`config.mk`:
```
export PLATFORM = sky130hd
export DESIGN_NAME = hadamard_fwht_pipe
export DESIGN_NICKNAME = d
export VERILOG_FILES = /design/src/rtl/hadamard_pkg.sv /design/src/rtl/hadamard_bfly_stage.sv /design/src/rtl/hadamard_fwht_pipe.sv
export SDC_FILE = /design/constraint.sdc
export NUM_CORES = 1
export LEC_CHECK = 0
export ABC_CLOCK_PERIOD_IN_PS = 3400
export CORE_AREA = 2 2 109 111
export DETAILED_ROUTE_END_ITERATION = 6
export DIE_AREA = 0 0 111 113
export DONT_BUFFER_PORTS = 1
export GPL_TIMING_DRIVEN = 1
export PLACE_DENSITY = 0.75
export SLEW_MARGIN = 20
export SYNTH_ARGS = -nofsm -noshare
export SYNTH_HDL_FRONTEND = slang
export SYNTH_HIERARCHICAL = 1
export SYNTH_SLANG_ARGS = --single-unit
export TNS_END_PERCENT = 5
```
`constraint.sdc`:
```
create_clock -name clk -period 3.4 [get_ports clk]
set_clock_uncertainty 0.2 [all_clocks]
set_input_delay 0.17 -clock clk [delete_from_list [all_inputs] [get_ports clk]]
set_output_delay 0.17 -clock clk [all_outputs]
set_load 0.1 [all_outputs]
```
`src/rtl/hadamard_pkg.sv`:
```
// Shared constants and elaboration helpers for the pipelined fast Walsh-Hadamard transform.
package hadamard_pkg;

    localparam int unsigned HAD_MAX_N = 64;

    localparam bit HAD_FWD = 1'b0;
    localparam bit HAD_INV = 1'b1;

    // Ceiling log2; clog2(1) = 0.
    function automatic int unsigned clog2(input int unsigned v);
        int unsigned r;
        r = 0;
        while ((64'(1) << r) < 64'(v)) begin
            r++;
        end
        return r;
    endfunction

    function automatic bit is_pow2(input int unsigned v);
        return (v != 0) && ((v & (v - 1)) == 0);
    endfunction

    // Result width of butterfly stage s fed by dw-bit samples (one bit of growth per stage).
    function automatic int unsigned stage_w(input int unsigned dw, input int unsigned s);
        return dw + s + 1;
    endfunction

endpackage

```
`src/rtl/hadamard_bfly_stage.sv`:
```
// One FWHT butterfly stage: N/2 add/sub pairs at distance 2^S, then the stage register.
// The last stage also applies the 1/N arithmetic shift for inverse-mode vectors.
module hadamard_bfly_stage
    import hadamard_pkg::*;
#(
    parameter int unsigned N    = 4,
    parameter int unsigned IW   = 9,
    parameter int unsigned S    = 0,
    parameter bit          LAST = 1'b0
) (
    input  logic                clk,
    input  logic                rst,
    input  logic                en,
    input  logic                in_valid,
    input  logic                in_inv,
    input  logic [N*IW-1:0]     x_in,
    output logic                out_valid,
    output logic                out_inv,
    output logic [N*(IW+1)-1:0] y_out
);

    localparam int unsigned OWS  = stage_w(IW - S, S);
    localparam int unsigned SPAN = int'(1) << S;
    localparam int unsigned SH   = S + 1;

    logic [N*OWS-1:0] bfly_c;
    logic [N*OWS-1:0] next_c;

    // Pair p covers lower index LO (bit S clear) and upper index LO+2^S.
    for (genvar p = 0; p < N / 2; p++) begin : g_bfly
        localparam int unsigned PU = int'(p);
        localparam int unsigned LO = ((PU / SPAN) * 2 * SPAN) + (PU % SPAN);
        localparam int unsigned HI = LO + SPAN;

        logic signed [OWS-1:0] a;
        logic signed [OWS-1:0] b;

        assign a = {x_in[LO*IW + IW - 1], x_in[LO*IW +: IW]};
        assign b = {x_in[HI*IW + IW - 1], x_in[HI*IW +: IW]};

        assign bfly_c[LO*OWS +: OWS] = a + b;
        assign bfly_c[HI*OWS +: OWS] = a - b;
    end

    if (LAST) begin : g_inv
        // After the final stage every sum carries a factor of N = 2^(S+1); floor-divide it out.
        for (genvar k = 0; k < N; k++) begin : g_shift
            logic signed [OWS-1:0] sum;
            assign sum = bfly_c[k*OWS +: OWS];
            assign next_c[k*OWS +: OWS] = (in_inv == HAD_INV) ? (sum >>> SH) : sum;
        end
    end else begin : g_pass
        assign next_c = bfly_c;
    end

    // Bubbles load zero data so an idle output bus reads as zero.
    always_ff @(posedge clk) begin
        if (rst) begin
            out_valid <= 1'b0;
            out_inv   <= HAD_FWD;
            y_out     <= '0;
        end else if (en) begin
            out_valid <= in_valid;
            out_inv   <= in_valid ? in_inv : HAD_FWD;
            y_out     <= in_valid ? next_c : '0;
        end
    end

endmodule

```
`src/rtl/hadamard_fwht_pipe.sv`:
```
// N-point Sylvester-order fast Walsh-Hadamard transform, one butterfly stage per register,
// one vector per cycle, global stall on output back-pressure.
module hadamard_fwht_pipe
    import hadamard_pkg::*;
#(
    parameter  int unsigned N     = 4,
    parameter  int unsigned DW    = 9,
    localparam int unsigned LOG2N = clog2(N),
    localparam int unsigned OW    = DW + LOG2N
) (
    input  logic              clk,
    input  logic              rst,
    input  logic              in_valid,
    output logic              in_ready,
    input  logic              in_inv,
    input  logic [N*DW-1:0]   x_in,
    output logic              out_valid,
    input  logic              out_ready,
    output logic [N*OW-1:0]   y_out
);

    if ((N < 2) || (N > HAD_MAX_N) || !is_pow2(N)) begin : g_bad_n
        $error("hadamard_fwht_pipe: N=%0d must be a power of two in 2..%0d", N, HAD_MAX_N);
    end

    logic en;

    // All stages advance together whenever the output slot is free or being drained.
    assign en       = !rst && (out_ready || !out_valid);
    assign in_ready = en;

    for (genvar s = 0; s < LOG2N; s++) begin : g_stage
        localparam int unsigned IW = DW + s;

        logic                v;
        logic                inv;
        logic [N*(IW+1)-1:0] d;

        if (s == 0) begin : g_first
            hadamard_bfly_stage #(
                .N    (N),
                .IW   (IW),
                .S    (0),
                .LAST (LOG2N == 1)
            ) u_stage (
                .clk       (clk),
                .rst       (rst),
                .en        (en),
                .in_valid  (in_valid),
                .in_inv    (in_inv),
                .x_in      (x_in),
                .out_valid (v),
                .out_inv   (inv),
                .y_out     (d)
            );
        end else begin : g_next
            hadamard_bfly_stage #(
                .N    (N),
                .IW   (IW),
                .S    (s),
                .LAST (s == LOG2N - 1)
            ) u_stage (
                .clk       (clk),
                .rst       (rst),
                .en        (en),
                .in_valid  (g_stage[s-1].v),
                .in_inv    (g_stage[s-1].inv),
                .x_in      (g_stage[s-1].d),
                .out_valid (v),
                .out_inv   (inv),
                .y_out     (d)
            );
        end
    end

    assign out_valid = g_stage[LOG2N-1].v;
    assign y_out     = g_stage[LOG2N-1].d;

    // The mode tag has already been consumed by the final shift.
    logic unused_last_inv;
    assign unused_last_inv = g_stage[LOG2N-1].inv;

endmodule

```
==> flow_summary.toml, run 1 <==
[outcome]
status = "completed"

[finish]
nets = 955
utilization = 0.631
syn_to_final_growth_pct = 6.80
antenna_cells = 0
mostFrequentLayoutCells = "nor2_1 (95), dfxtp_1 (85), ha_1 (76)"
layout-drive-gt1-share = 0.0539
fillCellCount = 982
stdcell_count = 978
final_common_cell = "nor2_1"

[synthesis]
synth_area_sq_um = 6660
synth_warnings = 6
postSynthCellCount = 844
synth.net_count = 969
syn_avg_cell_area_sq_um = 7.89

[critical_path]
arrival_ns = 3.01
cp_max_fo = 5
required_ns = 3.43
r2r_cells = 10
end_kind = "flip-flop"
startpoint_type = "flip-flop"
worstSetupPathType = "flip-flop to flip-flop"

[clock_tree]
htreeDepth = 3
cts_tree = "built"
cts_inserted_buffers = 9
holdBufCountCts = 5
clockBufferDepth = 2
clock_latency_ns = 0.34
cts_root_buf = "clkbuf_16"
numClockSinks = 85
cts-resized-gates = 0
clkSlewWorstSetupHoldPaths_ns = 0.06
cts_setup_buffers = 0

[power_and_ir_drop]
combPwrFrac = 0.306
power_density_nw_per_um2 = 420
power_w = 0.00299
seqPwrFrac = 0.383
clkPwrFrac = 0.311
ir_drop_uv = 319
switching_power_w = 0.00107
intPower_w = 0.00192
leakagePower_nw = 3.00
swShare = 0.357

[job]
cap_violations = 0

[hold_path]
hold_class = "input pin to flip-flop"
min_path_cells = 4

[floorplan]
ios = 87
placementRows = 39
start_util = 0.591
dieArea_sq_um = 12500
die_h_um = 113
die_width_um = 111
core_sq_um = 11300

[route]
vias_per_cell = 6.20
drtIter0Drc = 503
drc_errors = 0
routed_wl_mm = 17.9
dr.pass1.iters = 6
routedWlPerCell_um = 18.3
antenna_left = 0
vias = 6067

[place]
portBuffers = 0
placed_cells = 957
gp_congestion = 0.923
dp_hpwl_mm = 13.7

[timing]
relSlewSlack = 0.321
worst_slew_pin_slew_ns = 1.02
finalSetupTns_ns = 0
max_freq_mhz = 335
period_needed_ns = 2.99
hold_viol = 0
fin_crit_sh = 0.879
drv_slew = 0
setup_violations = 0
rsz0062_at_grt = "false"

[grt]
grt.overflow.total = 0
grt_pass1_vias = 6002
grt_util_all_layers = 0.285
antenna_found_initial = 0
grt_pass1_wl_mm = 29.1
grt_max_degree = 45
==> power by group through the flow <==
stage          Sequential (W)  Clock [W]  Combinational [W]
2_1_floorplan         0.00117          0           0.000678
3_5_place_dp          0.00117          0           0.000878
5_1_grt               0.00115   0.000974            0.00101
3_3_place_gp          0.00116          0           0.000861
4_1_cts               0.00114   0.000940           0.000896
6_report              0.00114   0.000930           0.000913
==> metrics by stage <==
step | instance area, sq um | hold WS (ns) | setup WS, ns
global placement | 6770 | 0.0461 | 0.547
finish | 7110 | 0.0221 | 0.412
global route | 7110 | 0.0523 | 0.294
CTS | 7110 | 0.0275 | 0.423
detailed placement | 6770 | 0.0474 | 0.443
floorplan | 6670 | 0.114 | 0.449
==> final timing paths <==
check	startpoint	to	slack, ns
worst max-delay path	g_stage[0].g_first.u_stage/y_out[30]	g_stage[1].g_next.u_stage/y_out[30]	0.41
worst min-delay path	x_in[27]	g_stage[0].g_first.u_stage/y_out[30]	0.02
worst max register to register	g_stage[0].g_first.u_stage/y_out[30]	g_stage[1].g_next.u_stage/y_out[30]	0.41
worst min register to register	g_stage[0].g_first.u_stage/y_out[28]	g_stage[0].g_first.u_stage/y_out[28]	0.29
==> registers in the layout (all words and copies together) (netlist names) <==
register	flops
g_stage.g_first.u_stage/out_inv	1
g_stage.g_first.u_stage/out_valid	1
g_stage.g_first.u_stage/y_out	38
g_stage.g_next.u_stage/out_valid	1
g_stage.g_next.u_stage/y_out	44
==> critical path, cell delays in order (launching register included) <==
cell and delay (ns):
dfxtp_1 0.43, ha_1 0.21, inv_1 0.06, fa_1 0.44
a211oi_2 0.20, nor2_1 0.10, or4_1 0.40, a31o_1 0.28
or3_1 0.31, a32oi_1 0.17, nor2_1 0.06
==> layout make-up <==
class	count	area [sq um]	area share
Tap cell	143	179	0.0252
Sequential cell	85	1700	0.239
Multi-Input combinational cell	640	4490	0.631
Timing Repair Buffer	24	203	0.0285
Clock inverter	3	20.0	0.00281
Inverter	70	263	0.0369
Clock buffer	13	260	0.0366
==> routing by layer <==
metal  routed length, um  track usage
met4                 799        0.140
met5                   0            0
met3                1200       0.0557
met1                7790        0.352
met2                8100        0.477
Power figures use the tool's default switching activity.
==> inputs of run 2 (changes only) <==
- REMOVE_ABC_BUFFERS: not set -> 1
==> flow_summary.toml, run 2 (synthesis results as in run 1) <==
[clock_tree]
clockBufferDepth = 2
clock_latency_ns = 0.35
clkSlewWorstSetupHoldPaths_ns = 0.06
htreeDepth = 3
numClockSinks = 85
cts_inserted_buffers = 9
cts_tree = "built"
cts_root_buf = "clkbuf_16"

[grt]
antenna_found_initial = 0
grt_util_all_layers = 0.276
grt_pass1_wl_mm = 28.4
grt_max_degree = 44
grt_pass1_vias = 5799
grt.overflow.total = 0

[finish]
regMostFlops = "g_stage.g_next.u_stage/y_out"
nets = 958
final_common_cell = "nor2_1"
mostFrequentLayoutCells = "nor2_1 (95), dfxtp_1 (85), ha_1 (76)"
antenna_cells = 0
fillCellCount = 1032
seqCellArea_sq_um = 1700
layout-drive-gt1-share = 0.0561
largest_reg_flops = 44
multiInputGateArea_sq_um = 4490
syn_to_final_growth_pct = 7.03
largestRegisters = "g_stage.g_next.u_stage/y_out x44, g_stage.g_first.u_stage/y_out x38"

[timing]
max_freq_mhz = 338
whs_ns = 0.00433
fin_crit_sh = 0.871
drv_slew = 0
period_needed_ns = 2.96
worst_slew_pin_slew_ns = 1.00
relSlewSlack = 0.331
rsz0062_at_grt = "false"
finalSetupTns_ns = 0
setup_violations = 0
hold_viol = 0

[route]
routedWlPerCell_um = 17.9
dr.pass1.iters = 5
antenna_left = 0
drtIter0Drc = 499
vias = 6035
vias_per_cell = 6.15
routed_wl_mm = 17.5
drc_errors = 0

[power_and_ir_drop]
seqPwrFrac = 0.384
swShare = 0.359
switching_power_w = 0.00106
ir_drop_uv = 357
leakagePower_nw = 3.01
power_density_nw_per_um2 = 416
clkPwrFrac = 0.308
intPower_w = 0.00190
combPwrFrac = 0.308

[critical_path]
startpoint_type = "flip-flop"
crit_slowest_cell = "fa_1"
end_kind = "flip-flop"
cp_max_fo = 5
critPathMaxStageDelay_ns = 0.44
crit_top_cell = "nor2_1"
required_ns = 3.43
arrival_ns = 2.99
worstSetupPathType = "flip-flop to flip-flop"
crit_chain = "ha_1, inv_1, fa_1, a211oi_2, nor2_1, or4_1, a31o_1, or3_1, a32oi_1, nor2_1"

[floorplan]
die_width_um = 111
placementRows = 39
die_h_um = 113
dieArea_sq_um = 12500
start_util = 0.591
ios = 87
core_sq_um = 11300

[place]
gp_congestion = 0.952
portBuffers = 0
dp_hpwl_mm = 13.4

[job]
cap_violations = 0

[outcome]
status = "completed"

[hold_path]
hold_class = "input pin to flip-flop"
==> run 2: changes by cell type in the layout (fill, tap and decap cells not counted), sizes merged <==
cell / change
clkbuf: -1
clkinvlp: -2
buf: +2
dlygate4sd3: +1
clkinv: +3
==> run 2: power groups by stage <==
stage	clock network [W]	registers (W)	logic, W
6_report	0.000914	0.00114	0.000912
4_1_cts	0.000921	0.00114	0.000900
3_5_place_dp	0	0.00116	0.000880
3_3_place_gp	0	0.00116	0.000855
5_1_grt	0.000969	0.00114	0.000999
2_1_floorplan	0	0.00118	0.000652
==> run 2: repair_timing <==
action | CTS | global route
hold endpoints to repair | 47 | 0
buffers inserted | 0 | 0
gates resized for setup | 0 | 0
setup endpoints to repair | 0 | 0
hold buffers | 6 | 0
==> run 2: final timing paths <==
path | from | end | slack [ns] | cells after the start
setup / recovery | g_stage[0].g_first.u_stage/y_out[30] | g_stage[1].g_next.u_stage/y_out[30] | 0.44 | 10
hold / removal | x_in[26] | g_stage[0].g_first.u_stage/y_out[29] | 0.004 | 4
setup reg to reg | g_stage[0].g_first.u_stage/y_out[30] | g_stage[1].g_next.u_stage/y_out[30] | 0.44 | 10
hold reg to reg | g_stage[0].g_first.u_stage/y_out[23] | g_stage[0].g_first.u_stage/y_out[23] | 0.29 | 2
==> run 2: layout make-up <==
class | count | share of cell area
multi-input combinational | 640 | 0.629
sequential | 85 | 0.239
inverter | 70 | 0.0369
clock buffer | 12 | 0.0346
timing repair buffer | 27 | 0.0319
tap | 143 | 0.0251
clock inverter | 4 | 0.00334
==> run 2: metrics by stage <==
stage	total power [W]	setup WS (ns)	area, sq um	cells	utilization
floorplan	0.00183	-0.249	6440	795	-
global placement	0.00201	0.535	6790	959	0.602
detailed placement	0.00204	0.467	6790	959	0.602
CTS	0.00296	0.461	7130	981	0.632
global route	0.00311	0.232	7130	981	0.632
finish	0.00297	0.440	7130	981	0.632
==> run 2: worst max-delay path, delay by kind of cell, from the launching register on <==
| kind | cells | cell delay [ns] |
|---|---|---|
| buf+inv | 1 | 0.06 |
| simple gates | 4 | 0.89 |
| flops | 1 | 0.41 |
| compound gates | 3 | 0.65 |
| fa+ha+maj | 2 | 0.65 |
==> run 2: per-layer routing <==
metal  up-vias  share of wire  global-route usage
li1       2946              -                   -
met1      2813           0.44               0.352
met2       243           0.46               0.465
met3        33          0.077              0.0509
met4         0          0.026               0.112
met5         -              0                   0
==> inputs of run 3 (changes only) <==
- CORE_AREA: 2 2 109 111 -> 2 2 153 155
- DIE_AREA: 0 0 111 113 -> 0 0 155 157
- PLACE_DENSITY: 0.75 -> not set
==> flow_summary.toml, run 3 (synthesis results as in run 1) <==
[outcome]
status = "completed"

[finish]
antenna_cells = 0
final_common_cell = "nor2_1"
largestRegisters = "g_stage.g_next.u_stage/y_out x44, g_stage.g_first.u_stage/y_out x38"
nets = 965
regMostFlops = "g_stage.g_next.u_stage/y_out"
utilization = 0.327
layout-drive-gt1-share = 0.0627
mostFrequentLayoutCells = "nor2_1 (95), dfxtp_1 (85), ha_1 (76)"
syn_to_final_growth_pct = 10.7
largest_reg_flops = 44

[floorplan]
ios = 87
dieArea_sq_um = 24300
die_width_um = 155
placementRows = 55
die_h_um = 157
core_sq_um = 22500
start_util = 0.296

[grt]
grt_pass1_wl_mm = 30.0
antenna_found_initial = 0
grt_max_degree = 44
grt_util_all_layers = 0.155
grt_pass1_vias = 5552
grt.overflow.total = 0

[clock_tree]
clkSlewWorstSetupHoldPaths_ns = 0.07
cts_inserted_buffers = 9
cts_tree = "built"
cts-resized-gates = 0
clockBufferDepth = 2
clock_latency_ns = 0.35
cts_root_buf = "clkbuf_16"
htreeDepth = 3
numClockSinks = 85

[timing]
drv_slew = 0
period_needed_ns = 2.92
whs_ns = 0.0162
finalSetupTns_ns = 0
max_freq_mhz = 343
setup_violations = 0
relSlewSlack = 0.328
fin_crit_sh = 0.857
rsz0062_at_grt = "false"
worst_slew_pin_slew_ns = 1.01
hold_viol = 0

[critical_path]
r2r_end = "g_stage[1].g_next.u_stage/y_out[30]"
required_ns = 3.44
rrSetupSlack_ns = 0.48
arrival_ns = 2.96
startpoint_type = "flip-flop"
worstSetupPathType = "flip-flop to flip-flop"
cp_max_fo = 5
endpoint = "g_stage[1].g_next.u_stage/y_out[30]"
end_kind = "flip-flop"
r2r_cells = 10
worstReg2RegStart = "g_stage[0].g_first.u_stage/y_out[30]"
crit_path_start = "g_stage[0].g_first.u_stage/y_out[30]"

[job]
cap_violations = 0

[power_and_ir_drop]
ir_drop_uv = 221
leakagePower_nw = 3.04
power_density_nw_per_um2 = 405

[route]
dr.pass1.iters = 6
vias = 5921
drtIter0Drc = 490
drc_errors = 0
antenna_left = 0
routedWlPerCell_um = 16.5
routed_wl_mm = 18.7
vias_per_cell = 5.24

[place]
gp_congestion = 0.865
portBuffers = 0
dp_hpwl_mm = 14.5

[hold_path]
hold_class = "input pin to flip-flop"
[run 3: cell types whose count changed in the layout (fill, tap and decap cells not counted), sizes merged]
| cell | change |
|---|---|
| inv | +1 |
| dlygate4sd3 | +2 |
| buf | +5 |
| clkinvlp | +1 |
| clkbuf | -2 |
[run 3: stage by stage]
stage / setup slack, ns / instance area (sq um) / power, W / instances
global placement: 0.526 / 7000 / 0.00204 / 1106
detailed placement: 0.523 / 7000 / 0.00204 / 1106
CTS: 0.498 / 7370 / 0.00300 / 1130
floorplan: -0.249 / 6440 / 0.00183 / 795
global route: 0.298 / 7370 / 0.00316 / 1130
finish: 0.485 / 7370 / 0.00299 / 1130
[run 3: timing repair]
item / in CTS / in global routing
buffers inserted: 0 / 0
hold buffers: 8 / 0
hold endpoints to repair: 47 / 0
[run 3: power by group]
| group | total [W] | switching [W] | internal [W] |
|---|---|---|---|
| Clock | 0.000935 | 0.000435 | 0.000500 |
| Sequential | 0.00114 | 0.000101 | 0.00104 |
| Combinational | 0.000914 | 0.000560 | 0.000354 |
[run 3: area by class of cell]
type                            count  area, sq um
Sequential cell                    85         1700
Timing Repair Buffer               34          285
Fill cell                        2420        15100
Clock inverter                      6         47.5
Tap cell                          285          357
Inverter                           70          263
Multi-Input combinational cell    640         4490
Clock buffer                       10          229
[run 3: worst min-delay path by stage]
| stage | start | end | slack [ns] | cells past startpoint |
|---|---|---|---|---|
| final | rst | g_stage[1].g_next.u_stage/y_out[20] | 0.02 | 2 |
| after global routing | x_in[27] | g_stage[0].g_first.u_stage/y_out[30] | 0.03 | 4 |
| after CTS | rst | g_stage[1].g_next.u_stage/y_out[20] | 0.0005 | 2 |
| after detailed placement | rst | g_stage[0].g_first.u_stage/y_out[32] | 0.06 | 1 |
| after global placement | rst | g_stage[0].g_first.u_stage/y_out[11] | 0.06 | 1 |
| after floorplan | rst | g_stage[1].g_next.u_stage/out_valid | 0.04 | 1 |
[run 3: layer usage]
layer,global-route usage,vias to the layer above,share of wire
met4,0.0278,0,0.0075
met3,0.0424,13,0.066
met5,0,-,0
met2,0.232,178,0.41
li1,-,2970,-
met1,0.223,2760,0.52
[run 3: critical path, stage by stage (launching register included)]
cell      delay [ns]
dfxtp_1         0.40
ha_1            0.19
inv_1           0.05
fa_1            0.43
a211oi_2        0.21
nor2_1          0.10
or4_1           0.40
a31o_1          0.27
or3_1           0.31
a32oi_1         0.18
nor2_1          0.05
